**src/rtl/wb_arbiter_if.sv**
```systemverilog
// Write-back port bundle: ALU request, secondary-unit handshake and register-file write port.
interface wb_arbiter_if #(
  parameter int DSIZE = 32
);
  logic             alu_valid;
  logic [4:0]       alu_waddr;
  logic [DSIZE-1:0] alu_data;
  logic             mul_valid;
  logic             mul_ready;
  logic [4:0]       mul_waddr;
  logic [DSIZE-1:0] mul_data;
  logic             rf_we;
  logic [4:0]       rf_waddr;
  logic [DSIZE-1:0] rf_wdata;
  logic             stall;

  modport master (
    output alu_valid, alu_waddr, alu_data, mul_valid, mul_waddr, mul_data,
    input  mul_ready, rf_we, rf_waddr, rf_wdata, stall
  );

  modport slave (
    input  alu_valid, alu_waddr, alu_data, mul_valid, mul_waddr, mul_data,
    output mul_ready, rf_we, rf_waddr, rf_wdata, stall
  );
endinterface

```
**src/rtl/wb_arbiter.sv**
```systemverilog
// Write-back port arbiter: ALU has fixed priority, secondary results queue in a small FIFO.
// Define WB_ARB_BYPASS_EN to let a secondary result skip the empty FIFO when the port is idle.
module wb_arbiter #(
  parameter int DSIZE      = 32,
  parameter int DEPTH      = 2,
  parameter int STARVE_MAX = 4
) (
  input logic         clk,
  input logic         rst,
  wb_arbiter_if.slave bus
);
  localparam int         AW       = (DEPTH > 1) ? $clog2(DEPTH) : 1;
  localparam logic [AW:0] DEPTH_C  = (AW+1)'(DEPTH);
  localparam logic [3:0]  STARVE_C = 4'(STARVE_MAX);

  typedef enum logic {RUN, DRAIN} state_t;

  state_t           state, state_n;
  logic [4:0]       waddr_mem [DEPTH];
  logic [DSIZE-1:0] data_mem  [DEPTH];
  logic [AW-1:0]    wptr, rptr, wptr_n, rptr_n;
  logic [AW:0]      count, count_n;
  logic [3:0]       starve_cnt, starve_n;
  logic             vld_p1, vld_n;
  logic [4:0]       waddr_p1, waddr_n;
  logic [DSIZE-1:0] wdata_p1, wdata_n;
  logic             nonempty, xfer, push, pop, bypass;

  function automatic logic [3:0] sat_inc(input logic [3:0] v);
    return (v == 4'hF) ? v : v + 4'd1;
  endfunction

  assign bus.mul_ready = !rst && (count < DEPTH_C);
  assign bus.rf_we     = vld_p1;
  assign bus.rf_waddr  = waddr_p1;
  assign bus.rf_wdata  = wdata_p1;
  assign bus.stall     = (state == DRAIN);

  always_comb begin
    nonempty = (count != '0);
    xfer     = bus.mul_valid && bus.mul_ready;
    pop      = !bus.alu_valid && nonempty;
`ifdef WB_ARB_BYPASS_EN
    bypass   = !bus.alu_valid && !nonempty && xfer;
`else
    bypass   = 1'b0;
`endif
    push     = xfer && !bypass;

    vld_n   = 1'b0;
    waddr_n = waddr_p1;
    wdata_n = wdata_p1;
    if (bus.alu_valid) begin
      vld_n   = 1'b1;
      waddr_n = bus.alu_waddr;
      wdata_n = bus.alu_data;
    end else if (pop) begin
      vld_n   = 1'b1;
      waddr_n = waddr_mem[rptr];
      wdata_n = data_mem[rptr];
    end else if (bypass) begin
      vld_n   = 1'b1;
      waddr_n = bus.mul_waddr;
      wdata_n = bus.mul_data;
    end

    wptr_n  = push ? wptr + AW'(1) : wptr;
    rptr_n  = pop  ? rptr + AW'(1) : rptr;
    count_n = count;
    if (push && !pop)      count_n = count + (AW+1)'(1);
    else if (pop && !push) count_n = count - (AW+1)'(1);

    // Counter only runs while the head is waiting behind ALU writes.
    if (pop || !nonempty)  starve_n = '0;
    else if (bus.alu_valid) starve_n = sat_inc(starve_cnt);
    else                   starve_n = starve_cnt;

    state_n = state;
    case (state)
      RUN:     if (starve_cnt >= STARVE_C && !pop) state_n = DRAIN;
      DRAIN:   if (pop) state_n = RUN;
      default: state_n = RUN;
    endcase
  end

  // Stage p1: registered write port and arbitration state
  always_ff @(posedge clk) begin
    if (rst) begin
      state      <= RUN;
      count      <= '0;
      wptr       <= '0;
      rptr       <= '0;
      starve_cnt <= '0;
      vld_p1     <= 1'b0;
      waddr_p1   <= '0;
      wdata_p1   <= '0;
    end else begin
      state      <= state_n;
      count      <= count_n;
      wptr       <= wptr_n;
      rptr       <= rptr_n;
      starve_cnt <= starve_n;
      vld_p1     <= vld_n;
      waddr_p1   <= waddr_n;
      wdata_p1   <= wdata_n;
    end
  end

  always_ff @(posedge clk) begin
    if (push) begin
      waddr_mem[wptr] <= bus.mul_waddr;
      data_mem[wptr]  <= bus.mul_data;
    end
  end
endmodule
```
**src/flat_wrapper.sv**
```systemverilog
// flat-port wrapper written by rule: the top's interface ports become plain ports
module wb_arbiter_flat 
#(
  parameter int DSIZE      = 32,
  parameter int DEPTH      = 2,
  parameter int STARVE_MAX = 4
)
  (clk, rst, bus_alu_valid, bus_alu_waddr, bus_alu_data, bus_mul_valid, bus_mul_waddr, bus_mul_data, bus_mul_ready, bus_rf_we, bus_rf_waddr, bus_rf_wdata, bus_stall);
  wb_arbiter_if #(.DSIZE(DSIZE)) bus_i ();
  input logic clk;
  input logic rst;
  input wire logic [$bits(bus_i.alu_valid)-1:0] bus_alu_valid;
  input wire logic [$bits(bus_i.alu_waddr)-1:0] bus_alu_waddr;
  input wire logic [$bits(bus_i.alu_data)-1:0] bus_alu_data;
  input wire logic [$bits(bus_i.mul_valid)-1:0] bus_mul_valid;
  input wire logic [$bits(bus_i.mul_waddr)-1:0] bus_mul_waddr;
  input wire logic [$bits(bus_i.mul_data)-1:0] bus_mul_data;
  output wire logic [$bits(bus_i.mul_ready)-1:0] bus_mul_ready;
  output wire logic [$bits(bus_i.rf_we)-1:0] bus_rf_we;
  output wire logic [$bits(bus_i.rf_waddr)-1:0] bus_rf_waddr;
  output wire logic [$bits(bus_i.rf_wdata)-1:0] bus_rf_wdata;
  output wire logic [$bits(bus_i.stall)-1:0] bus_stall;
  assign bus_i.alu_valid = bus_alu_valid;
  assign bus_i.alu_waddr = bus_alu_waddr;
  assign bus_i.alu_data = bus_alu_data;
  assign bus_i.mul_valid = bus_mul_valid;
  assign bus_i.mul_waddr = bus_mul_waddr;
  assign bus_i.mul_data = bus_mul_data;
  assign bus_mul_ready = bus_i.mul_ready;
  assign bus_rf_we = bus_i.rf_we;
  assign bus_rf_waddr = bus_i.rf_waddr;
  assign bus_rf_wdata = bus_i.rf_wdata;
  assign bus_stall = bus_i.stall;
  wb_arbiter #(.DSIZE(DSIZE), .DEPTH(DEPTH), .STARVE_MAX(STARVE_MAX)) u_core (.clk(clk), .rst(rst), .bus(bus_i));
endmodule
```
**config.mk**
```make
export PLATFORM = sky130hd
export DESIGN_NAME = wb_arbiter_flat
export DESIGN_NICKNAME = d
export VERILOG_FILES = /design/src/rtl/wb_arbiter_if.sv /design/src/rtl/wb_arbiter.sv /design/src/flat_wrapper.sv
export SDC_FILE = /design/constraint.sdc
export NUM_CORES = 1
export LEC_CHECK = 0
export ABC_CLOCK_PERIOD_IN_PS = 3100
export CAP_MARGIN = 20
export CORE_MARGIN = 10
export CORE_UTILIZATION = 44
export DETAILED_ROUTE_END_ITERATION = 12
export GPL_ROUTABILITY_DRIVEN = 0
export PLACE_DENSITY = 0.76
export SLEW_MARGIN = 15
export SYNTH_ARGS = -nofsm -noshare
export SYNTH_HDL_FRONTEND = slang
export SYNTH_SLANG_ARGS = --single-unit
```
**constraint.sdc**
```tcl
create_clock -name clk -period 3.1 [get_ports clk]
set_clock_uncertainty 0.05 [all_clocks]
set_input_delay 0.775 -clock clk [delete_from_list [all_inputs] [get_ports clk]]
set_output_delay 0.775 -clock clk [all_outputs]
set_load 0.02 [all_outputs]
```
==> results by group <==
Run status
  – Status: complete, no violations

Routing
  – Pre-antenna DRT Iters: 5
  – Total number of vias: 3195
  – WL final: ~11000 um
  – Vias per cell: between 5 and 6
  – Wire length per cell: between 15 and 20 um
  – Number of routed nets with antenna violations: 0
  – Initial DRC Count: roughly 180
  – DRC Markers: 0

Cells and area
  – Final core occ: 0.635
  – Sequential Area: roughly 3200 um^2
  – Design area: approximately 6600 um^2
  – Fraction of layout cells with a size suffix above 1: 0.0983
  – Most frequent cells in the layout: clkdlybuf4s50_1, edfxtp_1, dfxtp_1
  – Most common cell after layout, fill and taps aside: clkdlybuf4s50_1
  – Number of fillers in the final layout: 817
  – Diode count: 0
  – Nets: approximately 540
  – Multi-input gate area: 1410 um^2
  – Synthesis-to-layout area growth: 39.6%

Synth
  – Avg Inst Size Synth: ~14 um^2
  – Yosys cell types: 28
  – Synthesis-stage register bit count: about 120
  – Yosys warnings: 0
  – Register area share after synthesis: 0.675
  – Mapped Area: 4720 um^2
  – Mapped Cells: 335
  – Syn_nets: 415

Clocking
  – Worst-skew pair later-pin latency: 0.51 ns
  – H-tree levels: 4
  – # clock sinks: between 100 and 150
  – Max Buffers Root-to-Sink: 2
  – Root Buffer: clkbuf_8
  – Num CTS Buffers: 17
  – CTS tree: yes
  – # resized after CTS: 0
  – Clk slew on worst S/H paths: around 0.050 ns
  – Hold Buf Count CTS: 0
  – Post-CTS Setup Inserts: 0

Global routing
  – GRT met2 Usage: 0.271
  – Grt met1 use: 0.162
  – Total gr overflow: 0
  – Global-route wire length before repair: 17600 um
  – Met3 Use GR: 0.0419
  – Gr usage total: 0.150
  – Vias in the first global route: around 3400
  – Gr busiest metal: met2
  – Initial antenna violation count: 0
  – Largest net degree at the start of global routing: between 40 and 50

Setup path
  – CP endpoint kind: output port
  – Worst endpoint required time: roughly 2.3 ns
  – Cell count of the worst reg-to-reg path: 4
  – CP Launch Type: input port
  – Crit path DAT: 1.67 ns
  – Reg2Reg Setup Slack: roughly 1.3 ns
  – Worst Path Max Fanout: 3
  – RR Endpoint: u_core.bus.rf_wdata[2]
  – Setup Crit Path Kind: input port to output port

Pwr
  – Power per cell area: approximately 820 nW/um^2
  – Leak: between 0.002 and 0.003 uW
  – Worst vdd ir: roughly 0.0005 V
  – Final Total Pwr: approximately 5400 uW

Timing
  – Tmin final: roughly 2.5 ns
  – Max transition margin: 0.448
  – FMAX: 0.401 GHz
  – Final Setup Violations: 0
  – Max Slew Vio Count: 0
  – Setup TNS: 0 ns
  – Hold Fails Final Rpt: 0
  – RSZ-0062 raised after global routing: no
  – Share of the clock period used by the worst path: 0.805
  – Setup ws final: between 0.6 and 0.7 ns
  – Slew @ Worst Pin: a little over 0.8 ns

Floorplan
  – Standard-cell rows: 37
  – Core region area: approximately 10000 um^2
  – Die Ht: around 120 um
  – DIE AREA: around 15000 um^2
  – Die W: about 120 um
  – Initial Utilization: 0.455
  – Top Ports: about 120

Run
  – Max cap viols: 0

Hold path
  – WHS Endpoint: u_core.starve_cnt[3]
  – Min-delay src: u_core.starve_cnt[3]
  – Worst hold path type: flop to flop
  – Hold Path Stages: 2

Placed design
  – Area after DPL: 6020 um^2
  – Port bufs: 117
  – Pre-CTS setup slack: 0.531 ns
  – Post-DP HPWL: around 7500 um
per-stage QoR:
| stage | std cells | hold slack (ns) |
|---|---|---|
| 2_1_floorplan | 335 | 0.423 |
| 6_report | 604 | 0.465 |
| 4_1_cts | 604 | 0.469 |
| 5_1_grt | 604 | 0.500 |
| 3_3_place_gp | 572 | 0.436 |
| 3_5_place_dp | 572 | 0.451 |
worst max path at each step:
stage	start	slack (ns)	depth (start not counted)	endpoint
global route	u_core.count[1]	0.48	2	bus_mul_ready
global placement	rst	0.60	3	bus_mul_ready
finish	rst	0.61	3	bus_mul_ready
floorplan	rst	0.13	4	u_core.data_mem[0][0]
detailed placement	bus_alu_valid	0.53	4	u_core.bus.rf_wdata[4]
CTS	u_core.count[1]	0.58	2	bus_mul_ready
cell usage after synthesis:
| library cell | number | area [um^2] |
|---|---|---|
| nand3b_1 | 1 | 7.51 |
| buf_1 | 4 | 15.0 |
| buf_6 | 2 | 22.5 |
| buf_4 | 4 | 30.0 |
| inv_1 | 3 | 11.3 |
| mux2i_1 | 38 | 380 |
| and2_1 | 1 | 6.26 |
| a21oi_1 | 40 | 200 |
| xor2_1 | 2 | 17.5 |
| nor2b_1 | 1 | 6.26 |
| clkbuf_1 | 13 | 48.8 |
| nand4_1 | 1 | 6.26 |
| o21ai_0 | 2 | 10.0 |
| and2b_1 | 1 | 7.51 |
| dfxtp_1 | 48 | 961 |
| a211oi_1 | 1 | 7.51 |
| or3_1 | 39 | 244 |
| xnor2_1 | 2 | 17.5 |
| edfxtp_1 | 74 | 2220 |
| and3_1 | 2 | 12.5 |
| ha_1 | 2 | 25.0 |
| or2_4 | 1 | 8.76 |
| nor2_1 | 8 | 30.0 |
| nor3_1 | 4 | 20.0 |
| o211a_1 | 37 | 370 |
| buf_2 | 2 | 10.0 |
| o21ba_2 | 1 | 10.0 |
| and4b_1 | 1 | 10.0 |
kinds of logic after synthesis:
kind of cell / Yosys count / synth area share
and+or+nand+nor: 60 / 0.0761
muxes: 38 / 0.0806
AOI/OAI and AO/OA: 81 / 0.127
DFF: 122 / 0.675
xor gates and xnor gates: 4 / 0.00743
adders and majority gates: 2 / 0.00530
buffers and inverters: 28 / 0.0292
sequential cells by signal, summed over array words and instances (netlist names), named ones only:
name and flops:
u_core.bus.rf_waddr 5, u_core.bus.stall 1, u_core.starve_cnt 4, u_core.waddr_mem 10
u_core.data_mem 64, u_core.count 2, u_core.rptr 1, u_core.bus.rf_wdata 32
u_core.wptr 1, u_core.bus.rf_we 1
metal layers:
metal,wire [um],share of wire
met1,4540,0.40
met4,145,0.013
met5,0,0
met2,6130,0.53
met3,657,0.057
area by class of cell:
| cell class | instances | share of cell area |
|---|---|---|
| clock buffer | 18 | 0.0635 |
| clock inverter | 14 | 0.0226 |
| inverter | 3 | 0.00171 |
| multi-input combinational | 185 | 0.214 |
| sequential | 122 | 0.484 |
| tap | 136 | 0.0258 |
| timing repair buffer | 126 | 0.189 |
critical path: stages:
cell and delay, ns:
buf_2 0.12, nor2_1 0.14, clkdlybuf4s50_1 0.64
report_power, final:
group | internal [uW] | switching [uW] | leakage (uW)
logic | 696 | 737 | 0.00120
clock network | 1140 | 704 | 0.000256
registers | 1990 | 153 | 0.00108
total | 3830 | 1590 | 0.00253
(Power assumes the default switching activity.)
